File: config.mk
export PLATFORM = sky130hd
export DESIGN_NAME = traffic_sequencer
export DESIGN_NICKNAME = d
export VERILOG_FILES = /design/src/rtl/traffic_sequencer_pkg.sv /design/src/rtl/traffic_sequencer_ped.sv /design/src/rtl/traffic_sequencer.sv
export SDC_FILE = /design/constraint.sdc
export NUM_CORES = 1
export LEC_CHECK = 0
export CAP_MARGIN = 20
export CORE_AREA = 2 2 39 41
export CTS_CLUSTER_SIZE = 16
export DETAILED_ROUTE_END_ITERATION = 10
export DIE_AREA = 0 0 41 43
export PLACE_DENSITY = 0.7
export SYNTH_ARGS = -nofsm -noshare
export SYNTH_HDL_FRONTEND = slang
export SYNTH_SLANG_ARGS = --single-unit
export TNS_END_PERCENT = 10
File: constraint.sdc
create_clock -name clk -period 1.6 [get_ports clk]
set_clock_uncertainty 0.05 [all_clocks]
set_input_delay 0.24 -clock clk [delete_from_list [all_inputs] [get_ports clk]]
set_output_delay 0.24 -clock clk [all_outputs]
set_load 0.01 [all_outputs]
File: src/rtl/traffic_sequencer_pkg.sv
// Shared types for the traffic sequencer and its phase timer: state encoding,
// lamp codes, duration codes and the debug view of the controller.
package traffic_sequencer_pkg;

   typedef enum logic [2:0] {
      ST_INIT_RED  = 3'd0,
      ST_NS_GREEN  = 3'd1,
      ST_NS_YELLOW = 3'd2,
      ST_RED_1     = 3'd3,
      ST_EW_GREEN  = 3'd4,
      ST_EW_YELLOW = 3'd5,
      ST_RED_2     = 3'd6
   } state_e;

   // Lamp buses are {red, yellow, green}.
   localparam logic [2:0] LAMP_RED = 3'b100;
   localparam logic [2:0] LAMP_YEL = 3'b010;
   localparam logic [2:0] LAMP_GRN = 3'b001;

   typedef enum logic [1:0] {
      DUR_SHORT  = 2'b00,
      DUR_MEDIUM = 2'b01,
      DUR_LONG   = 2'b10
   } dur_e;

   typedef struct packed {
      state_e state;
      logic   entry;
      logic   ped_pending;
      logic   walk_grant;
   } seq_dbg_t;

   // Plain ring order; the NS_GREEN hold decision is made by the controller.
   function automatic state_e ring_next(input state_e s);
      state_e n;
      case (s)
         ST_INIT_RED:  n = ST_NS_GREEN;
         ST_NS_GREEN:  n = ST_NS_YELLOW;
         ST_NS_YELLOW: n = ST_RED_1;
         ST_RED_1:     n = ST_EW_GREEN;
         ST_EW_GREEN:  n = ST_EW_YELLOW;
         ST_EW_YELLOW: n = ST_RED_2;
         ST_RED_2:     n = ST_NS_GREEN;
         default:      n = ST_INIT_RED;
      endcase
      return n;
   endfunction

   function automatic dur_e phase_duration(input state_e s);
      dur_e d;
      case (s)
         ST_NS_GREEN: d = DUR_LONG;
         ST_EW_GREEN: d = DUR_MEDIUM;
         default:     d = DUR_SHORT;
      endcase
      return d;
   endfunction

endpackage

File: src/rtl/traffic_sequencer_ped.sv
// Pedestrian request latch: set by any request cycle, cleared on demand,
// with set taking priority when both happen together.
module traffic_sequencer_ped (
   input  logic clk,
   input  logic rst_n,
   input  logic set,
   input  logic clr,
   output logic pending
);

   logic pending_q;
   logic pending_d;

   always_comb begin
      pending_d = pending_q;
      if (clr) begin
         pending_d = 1'b0;
      end
      if (set) begin
         pending_d = 1'b1;
      end
   end

   always_ff @(posedge clk or negedge rst_n) begin
      if (!rst_n) begin
         pending_q <= 1'b0;
      end else begin
         pending_q <= pending_d;
      end
   end

   assign pending = pending_q;

endmodule

File: src/rtl/traffic_sequencer.sv
// Intersection phase controller: walks the NS/EW lamp ring, restarts an
// external phase timer on every state entry and serves pedestrian requests.
module traffic_sequencer
   import traffic_sequencer_pkg::*;
#(
   parameter bit SKIP_EW_IDLE = 1'b1
) (
   input  logic       clk,
   input  logic       rst_n,
   input  logic       ew_sensor,
   input  logic       ped_req,
   input  logic       timer_done,
   output logic       timer_start,
   output logic [1:0] duration_sel,
   output logic [2:0] ns_light,
   output logic [2:0] ew_light,
   output logic       walk,
   output seq_dbg_t   dbg
);

   // Timer handshake: timer_start is a one-cycle restart pulse issued in the
   // entry cycle; timer_done is a level that is only trusted once entry_q drops.
   state_e state_q;
   state_e state_d;
   logic   entry_q;
   logic   entry_d;
   logic   walk_grant_q;
   logic   walk_grant_d;

   logic   ped_pending;
   logic   ped_clr;
   logic   phase_done;
   logic   ew_demand;

   assign phase_done = timer_done & ~entry_q;
   assign ew_demand  = ew_sensor | ped_pending;
   assign ped_clr    = (state_q == ST_EW_GREEN) & entry_q;

   traffic_sequencer_ped u_ped (
      .clk     (clk),
      .rst_n   (rst_n),
      .set     (ped_req),
      .clr     (ped_clr),
      .pending (ped_pending)
   );

   always_ff @(posedge clk or negedge rst_n) begin
      if (!rst_n) begin
         state_q      <= ST_INIT_RED;
         entry_q      <= 1'b1;
         walk_grant_q <= 1'b0;
      end else begin
         state_q      <= state_d;
         entry_q      <= entry_d;
         walk_grant_q <= walk_grant_d;
      end
   end

   always_comb begin
      state_d      = state_q;
      entry_d      = 1'b0;
      walk_grant_d = walk_grant_q;
      if (phase_done) begin
         entry_d = 1'b1;
         case (state_q)
            ST_NS_GREEN: begin
               // With no EW demand the green is simply re-armed in place.
               if (!(SKIP_EW_IDLE && !ew_demand)) begin
                  state_d      = ST_NS_YELLOW;
                  walk_grant_d = ped_pending;
               end
            end
            ST_EW_GREEN: begin
               state_d      = ST_EW_YELLOW;
               walk_grant_d = 1'b0;
            end
            default: begin
               state_d = ring_next(state_q);
            end
         endcase
      end
   end

   always_comb begin
      ns_light     = LAMP_RED;
      ew_light     = LAMP_RED;
      case (state_q)
         ST_NS_GREEN:  ns_light = LAMP_GRN;
         ST_NS_YELLOW: ns_light = LAMP_YEL;
         ST_EW_GREEN:  ew_light = LAMP_GRN;
         ST_EW_YELLOW: ew_light = LAMP_YEL;
         default: begin
            ns_light = LAMP_RED;
            ew_light = LAMP_RED;
         end
      endcase
      duration_sel = phase_duration(state_q);
      timer_start  = entry_q;
      walk         = walk_grant_q & (state_q == ST_EW_GREEN);
   end

   assign dbg = '{state: state_q, entry: entry_q, ped_pending: ped_pending,
                  walk_grant: walk_grant_q};

endmodule

# Word-level counts from Yosys, hierarchy flattened
# Cells that the tools add are included.
# op_classes
n_div	0
mux	11
addsub	0
eq_ne	7
shifts	0
multipliers	0
magnitude_cmp	0
bitwise_logic	5
n_reduce_logical	6
# ops
operator	count
$pmux W3 S2	3
$pmux W3 S4	1
$eq A3 B3 Y1 const B	3
$eq A3 B2 Y1 const B	2
$mux W1	4
$pmux W2 S2	1
$reduce_bool A2 Y1	2
$and A1 B1 Y1	3
$eq A3 B1 Y1 const B	1
$logic_not A3 Y1	1
$mux W3	1
$reduce_and A3 Y1	1
$ne A2 B2 Y1 const B	1
$pmux W1 S2	1
$reduce_and A2 Y1	1
$reduce_or A2 Y1	1
$not A1 Y1	1
$or A1 B1 Y1	1
# word_totals
latchBits	0
mem_count	0
mem_bits_ro	0
regBits	6
output_inout_bits	16
ram_bits	0
elab_cells	33
input_bits	5

# Logic depth before layout (Yosys ltp)
# Gate-level depths: netlist (run 1).
# logic_depth
ltp_word	4
ltp_mapped	4
depth_no_buf	4

# Cells and area by module
# A second synthesis (run 1) with hierarchy kept.
# unflattened
hier_cells	43
hier_area_um2	405.4
# by_module_without_submodules
mod	area_each_um2	seq_area_each_um2	instances	cells_each
traffic_sequencer	369.1	126.4	1	40
traffic_sequencer_ped	36.3	25.0	1	3

# Worst setup path after synthesis (run 1)
# Ideal clock, no wire load.
# synth_timing
path_type	register to output
from	register state_q[1]
to	output port walk
path_stages_with_launch	4
path_slack_ps	202
arrival_ps	1108
required_ps	1310
path_buffers	1
cell_sequence	dfrtp_1 buf_2 nor3b_2 and2_1
# synth_between
elab_chain_len	2
# synth_lines
element	line	source
start, declared	traffic_sequencer.sv:23	state_e state_q;
start signal, assigned	traffic_sequencer.sv:53	state_q <= state_d;
$eq A3 B3 Y1	traffic_sequencer.sv:99	walk = walk_grant_q & (state_q == ST_EW_GREEN);
$and A1 B1 Y1	traffic_sequencer.sv:99	
end, declared	traffic_sequencer.sv:17	output logic walk,
# Every way passes these cells.

# Worst setup path in the final report (run 1)
# Same ends and word-level chain as after synthesis.

==> results_dict.tcl, run 1 <==
set metrics [dict create \
    met1_length_um 390 \
    ys_seq_area_frac 0.403 \
    synth_edf_count 0 \
    maxCapViolCount 0 \
    cp.arrival_ps 1310 \
    hpwl_um 706 \
    worstPathRequired_ps 1310 \
    mappedNetlistNets 45 \
    die_y_um 43 \
    mostFrequentLayoutCell "buf_4" \
    yosysTopAreaCellShare 0.333 \
    finalWirelength_um 941 \
    finalCritPeriodShare 0.998 \
    synthCells 40 \
    max_freq_mhz 626 \
    synthFlopType "dfrtp_1" \
    antennaDiodeCount 0 \
    ff2ff_setup_slack_ps 80 \
    syn2layout_area_growth_pct 67.7 \
    grt-ovfl-total 0 \
    utilization 0.455 \
    rsz0062_at_grt "true" \
    post-synth-top-area-cell "dfrtp_1" \
    cts_made_buffers 3 \
    cts_buffer_depth 2 \
    ant_nets 0 \
    vias 393 \
    clock_latency_ps 240 \
    worst_setup_path_start_kind "register" \
    fin_cells 84 \
    finalSetupViolCount 0 \
    worstReg2RegEnd "walk_grant_q" \
    drtIter0Drc 4 \
    die_w_um 41 \
    grt_pass1_vias 393 \
    wl_per_cell_um 11.2 \
    vdd_drop_max_mv 0.753 \
    synthArstFlopShare 1.00 \
    grt_usage 0.133 \
    power_leakage_nw 0.298 \
    max_stage_delay_ps 450 \
    cp_top_family "flip-flops" \
    p_per_area_nw_per_um2 1670 \
    yosysUniqueCellTypes 21 \
    relSlewSlack 0.773 \
    drv_slew 0 \
    ioPinCount 21 \
    yosys_warnings 0 \
    most-common-layout-cells "buf_4, dlygate4sd2_1, clkdlybuf4s50_1" \
    nets 74 \
    hold_buffers 0 \
    numClockSinks 6 \
    worst-path-max-fanout 7 \
    place.gp.congestion 0.803 \
    path_buf_inv 1 \
    highest_layer "met3" \
    criticalPathCategory "register to primary output" \
    wl_met3_um 86 \
    coreArea_um2 1380 \
    crit_slowest_cell "dfrtp_2" \
    path_clk_slew_ps 50 \
    hold_viol 0 \
    total_power_mw 1.05 \
    first_pass_iters 4 \
    rr_startpoint "state_q[2]" \
    fp-row-count 14 \
    grt_pass1_wl_um 1580 \
    layout-drive-gt1-share 0.368 \
    port-buffer-count 20 \
    drc 0 \
    crit_chain "nor3b_2 > and2_1 > dlygate4sd2_1" \
    syn_area_per_cell_um2 9.38 \
    min_path_type "input port to asynchronous set/reset pin" \
    fill_cells 159 \
    tightestPinTransition_ps 336 \
    cts_tree "done" \
    wl_met2_um 465 \
    post_drt_via_cell_ratio 4.68 \
    cp-end-kind "primary output" \
    antenna_found_initial 0 \
    netlist_area_um2 375 \
    initial_core_util 0.271 \
    place_inst 76 \
    die-area_um2 1760 \
    status "completed" \
    post-route-min-period_ps 1600 \
    synth_area_leaders "dfrtp_1, buf_4, dfstp_2, nor3b_2, nor2_1" \
    ff2ff_path_depth 5 \
    h-tree-depth 1 \
    grt_max_degree 8 \
    ys_ff_latch 6 \
    root_buffer "clkbuf_4" \
]
logic make-up (layout without fill, tap and decap cells):
group	after synthesis	count (layout)	synth area share
simple gates	14	14	0.233
flops	6	6	0.403
buf+inv	9	37	0.163
xor+xnor	1	1	0.0233
compound gates	10	10	0.177
synthesized netlist by cell type (all sizes together) (2+ instances only):
cell	instances
a21oi	2
a31oi	2
a22o	2
o21ai	2
and2	2
nor2	5
nor3b	3
buf	7
dfrtp	5
inv	2
routing by layer:
metal,track usage,up-vias
met3,0.0314,0
li1,-,190
met2,0.213,20
met1,0.151,183
met5,0,-
met4,0.0800,0
worst max path at each step:
stage | startpoint | endpoint | slack (ps) | cells after the start
6_report | state_q[1] | walk | 3 | 3
5_1_grt | state_q[1] | walk | -60 | 3
4_1_cts | state_q[1] | walk | -3 | 3
3_5_place_dp | state_q[2] | ew_light[0] | -130 | 3
3_3_place_gp | state_q[2] | walk | -110 | 3
2_1_floorplan | state_q[1] | walk | 200 | 3
worst register-to-register path, cell delays in order (launching register included):
cell and delay, ps:
dfrtp_2 450, buf_4 150, buf_4 140, xnor2_1 110
or3_1 320, a22o_1 180
power breakdown:
part | internal (mW) | total [mW] | switching [mW]
sequential | 0.209 | 0.289 | 0.0798
clock | 0.0946 | 0.151 | 0.0565
combinational | 0.360 | 0.612 | 0.252
flip-flops by register name (all words and copies together) (netlist names):
name	flops
timer_start	1
walk_grant_q	1
state_q	3
u_ped.pending	1
area by class of cell:
type | count | area, µm² | share of cell area
Tap cell | 16 | 20.0 | 0.0318
Multi-Input combinational cell | 25 | 165 | 0.262
Timing Repair Buffer | 31 | 255 | 0.406
Inverter | 2 | 7.51 | 0.0119
Sequential cell | 6 | 155 | 0.247
Clock buffer | 4 | 26.3 | 0.0417
stage by stage:
| stage | setup slack [ps] | cell area [µm²] | hold WS [ps] | setup TNS (ps) |
|---|---|---|---|---|
| 3_3_place_gp | -107 | 594 | 449 | -452 |
| 2_1_floorplan | 202 | 375 | -106 | 0 |
| 3_5_place_dp | -130 | 594 | 448 | -576 |
| 6_report | 2.93 | 629 | 181 | 0 |
| 5_1_grt | -59.9 | 629 | 211 | -125 |
| 4_1_cts | -2.51 | 632 | 191 | -3.09 |
repair_timing:
action	CTS	global route
gates resized for setup	18	6
endpoints found under the hold margin	0	0
setup endpoints to repair	14	8
pin swaps	1	0
buffers inserted	3	1
Power figures use the tool's default switching activity.
==> run 2: changes to the inputs <==
MAX_ROUTING_LAYER = met4   (was default)
REMOVE_ABC_BUFFERS = 1   (was default)
==> results_dict.tcl, run 2 (synthesis gave the netlist of run 1 again) <==
set metrics [dict create \
    status "completed" \
    first_pass_iters 3 \
    antenna_found_initial 0 \
    cp-end-kind "primary output" \
    min_path_type "input port to asynchronous set/reset pin" \
    tightestPinTransition_ps 294 \
    ant_nets 0 \
    die-area_um2 1760 \
    met1_length_um 415 \
    post-route-min-period_ps 1590 \
    fp-row-count 14 \
    finalWirelength_um 920 \
    largest_reg_flops 3 \
    grt_usage 0.130 \
    worst_setup_path_start_kind "register" \
    relSlewSlack 0.802 \
    initial_core_util 0.271 \
    port-buffer-count 20 \
    place_area_um2 602 \
    grt_pass1_vias 368 \
    design_area_um2 601 \
    drv_slew 0 \
    drtIter0Drc 8 \
    finalSetupViolCount 0 \
    cts_made_buffers 3 \
    hpwl_um 761 \
    hold_buffers 0 \
    rsz0062_at_grt "true" \
    drc 0 \
    nets 71 \
    die_y_um 43 \
    power_leakage_nw 0.280 \
    worstPathRequired_ps 1310 \
    max_freq_mhz 629 \
    grt_pass1_wl_um 1480 \
    most-common-layout-cells "clkdlybuf4s50_1, buf_4, dlygate4sd2_1" \
    syn2layout_area_growth_pct 60.0 \
    criticalPathCategory "register to primary output" \
    fill_cells 150 \
    die_w_um 41 \
    clock_latency_ps 240 \
    h-tree-depth 1 \
    path_clk_slew_ps 50 \
    highest_layer "met3" \
    largest-register "state_q" \
    root_buffer "clkbuf_4" \
    place.gp.congestion 0.826 \
    multi_input_area_um2 165 \
    p_per_area_nw_per_um2 1680 \
    grt-ovfl-total 0 \
    ioPinCount 21 \
    vias 358 \
    vdd_drop_max_mv 0.757 \
    wl_per_cell_um 11.4 \
    wl_met2_um 470 \
    cts_buffer_depth 2 \
    hold_viol 0 \
    numClockSinks 6 \
    grt_max_degree 8 \
    cts_tree "done" \
    cp.arrival_ps 1300 \
    coreArea_um2 1380 \
    seq_area_um2 155 \
    worst-path-max-fanout 7 \
    utilization 0.434 \
    wl_met3_um 35 \
    antennaDiodeCount 0 \
    maxCapViolCount 0 \
    layout-drive-gt1-share 0.354 \
    post_drt_via_cell_ratio 4.42 \
    finalCritPeriodShare 0.993 \
]
## run 2: worst max-delay path: stages, from the launching register on
cell and delay [ps]:
dfrtp_2 450, nor3b_2 250, nor2_1 80, dlygate4sd2_1 280
## run 2: path summary, 6_finish.rpt
path	startpoint	to	slack, ps	cells after the start
worst max-delay path	state_q[2]	ns_light[2]	10	3
worst min-delay path	rst_n	state_q[1]	190	1
worst max register to register	timer_start	walk_grant_q	150	4
worst min register to register	timer_start	u_ped.pending	510	2
max in group asynchronous	rst_n	timer_start	1030	1
min in group clk	timer_start	u_ped.pending	510	2
## run 2: final cells by class
class	count	share of cell area
Inverter	2	0.0125
Clock buffer	4	0.0438
Sequential cell	6	0.258
Timing Repair Buffer	28	0.377
Tap cell	16	0.0333
Multi-Input combinational cell	25	0.275
## run 2: stage by stage
stage | TNS (ps) | hold slack, ps | instances | total power [mW] | setup slack, ps
3_3_place_gp | -48.0 | 444 | 77 | 0.928 | -16.0
3_5_place_dp | -200 | 457 | 77 | 0.938 | -46.9
5_1_grt | -64.6 | 203 | 81 | 1.09 | -64.6
4_1_cts | -22.9 | 188 | 81 | 1.04 | -13.0
2_1_floorplan | 0 | -106 | 33 | 0.512 | 131
6_report | 0 | 192 | 81 | 1.01 | 11.1
## run 2: layer usage
metal / track usage / vias up
li1: - / 185
met3: 0.0157 / 0
met2: 0.178 / 8
met4: 0.100 / 0
met1: 0.166 / 165
met5: - / -
## run 2: what timing repair did
action,in CTS,in global routing
pin swaps,2,1
setup buffers,0,0
endpoints found under the setup margin,12,8
gates resized for setup,16,10
## run 2: where the power goes
part           total (mW)  internal [mW]  switching, mW
logic               0.570          0.329          0.241
clock network       0.148         0.0944         0.0538
registers           0.290          0.209         0.0809
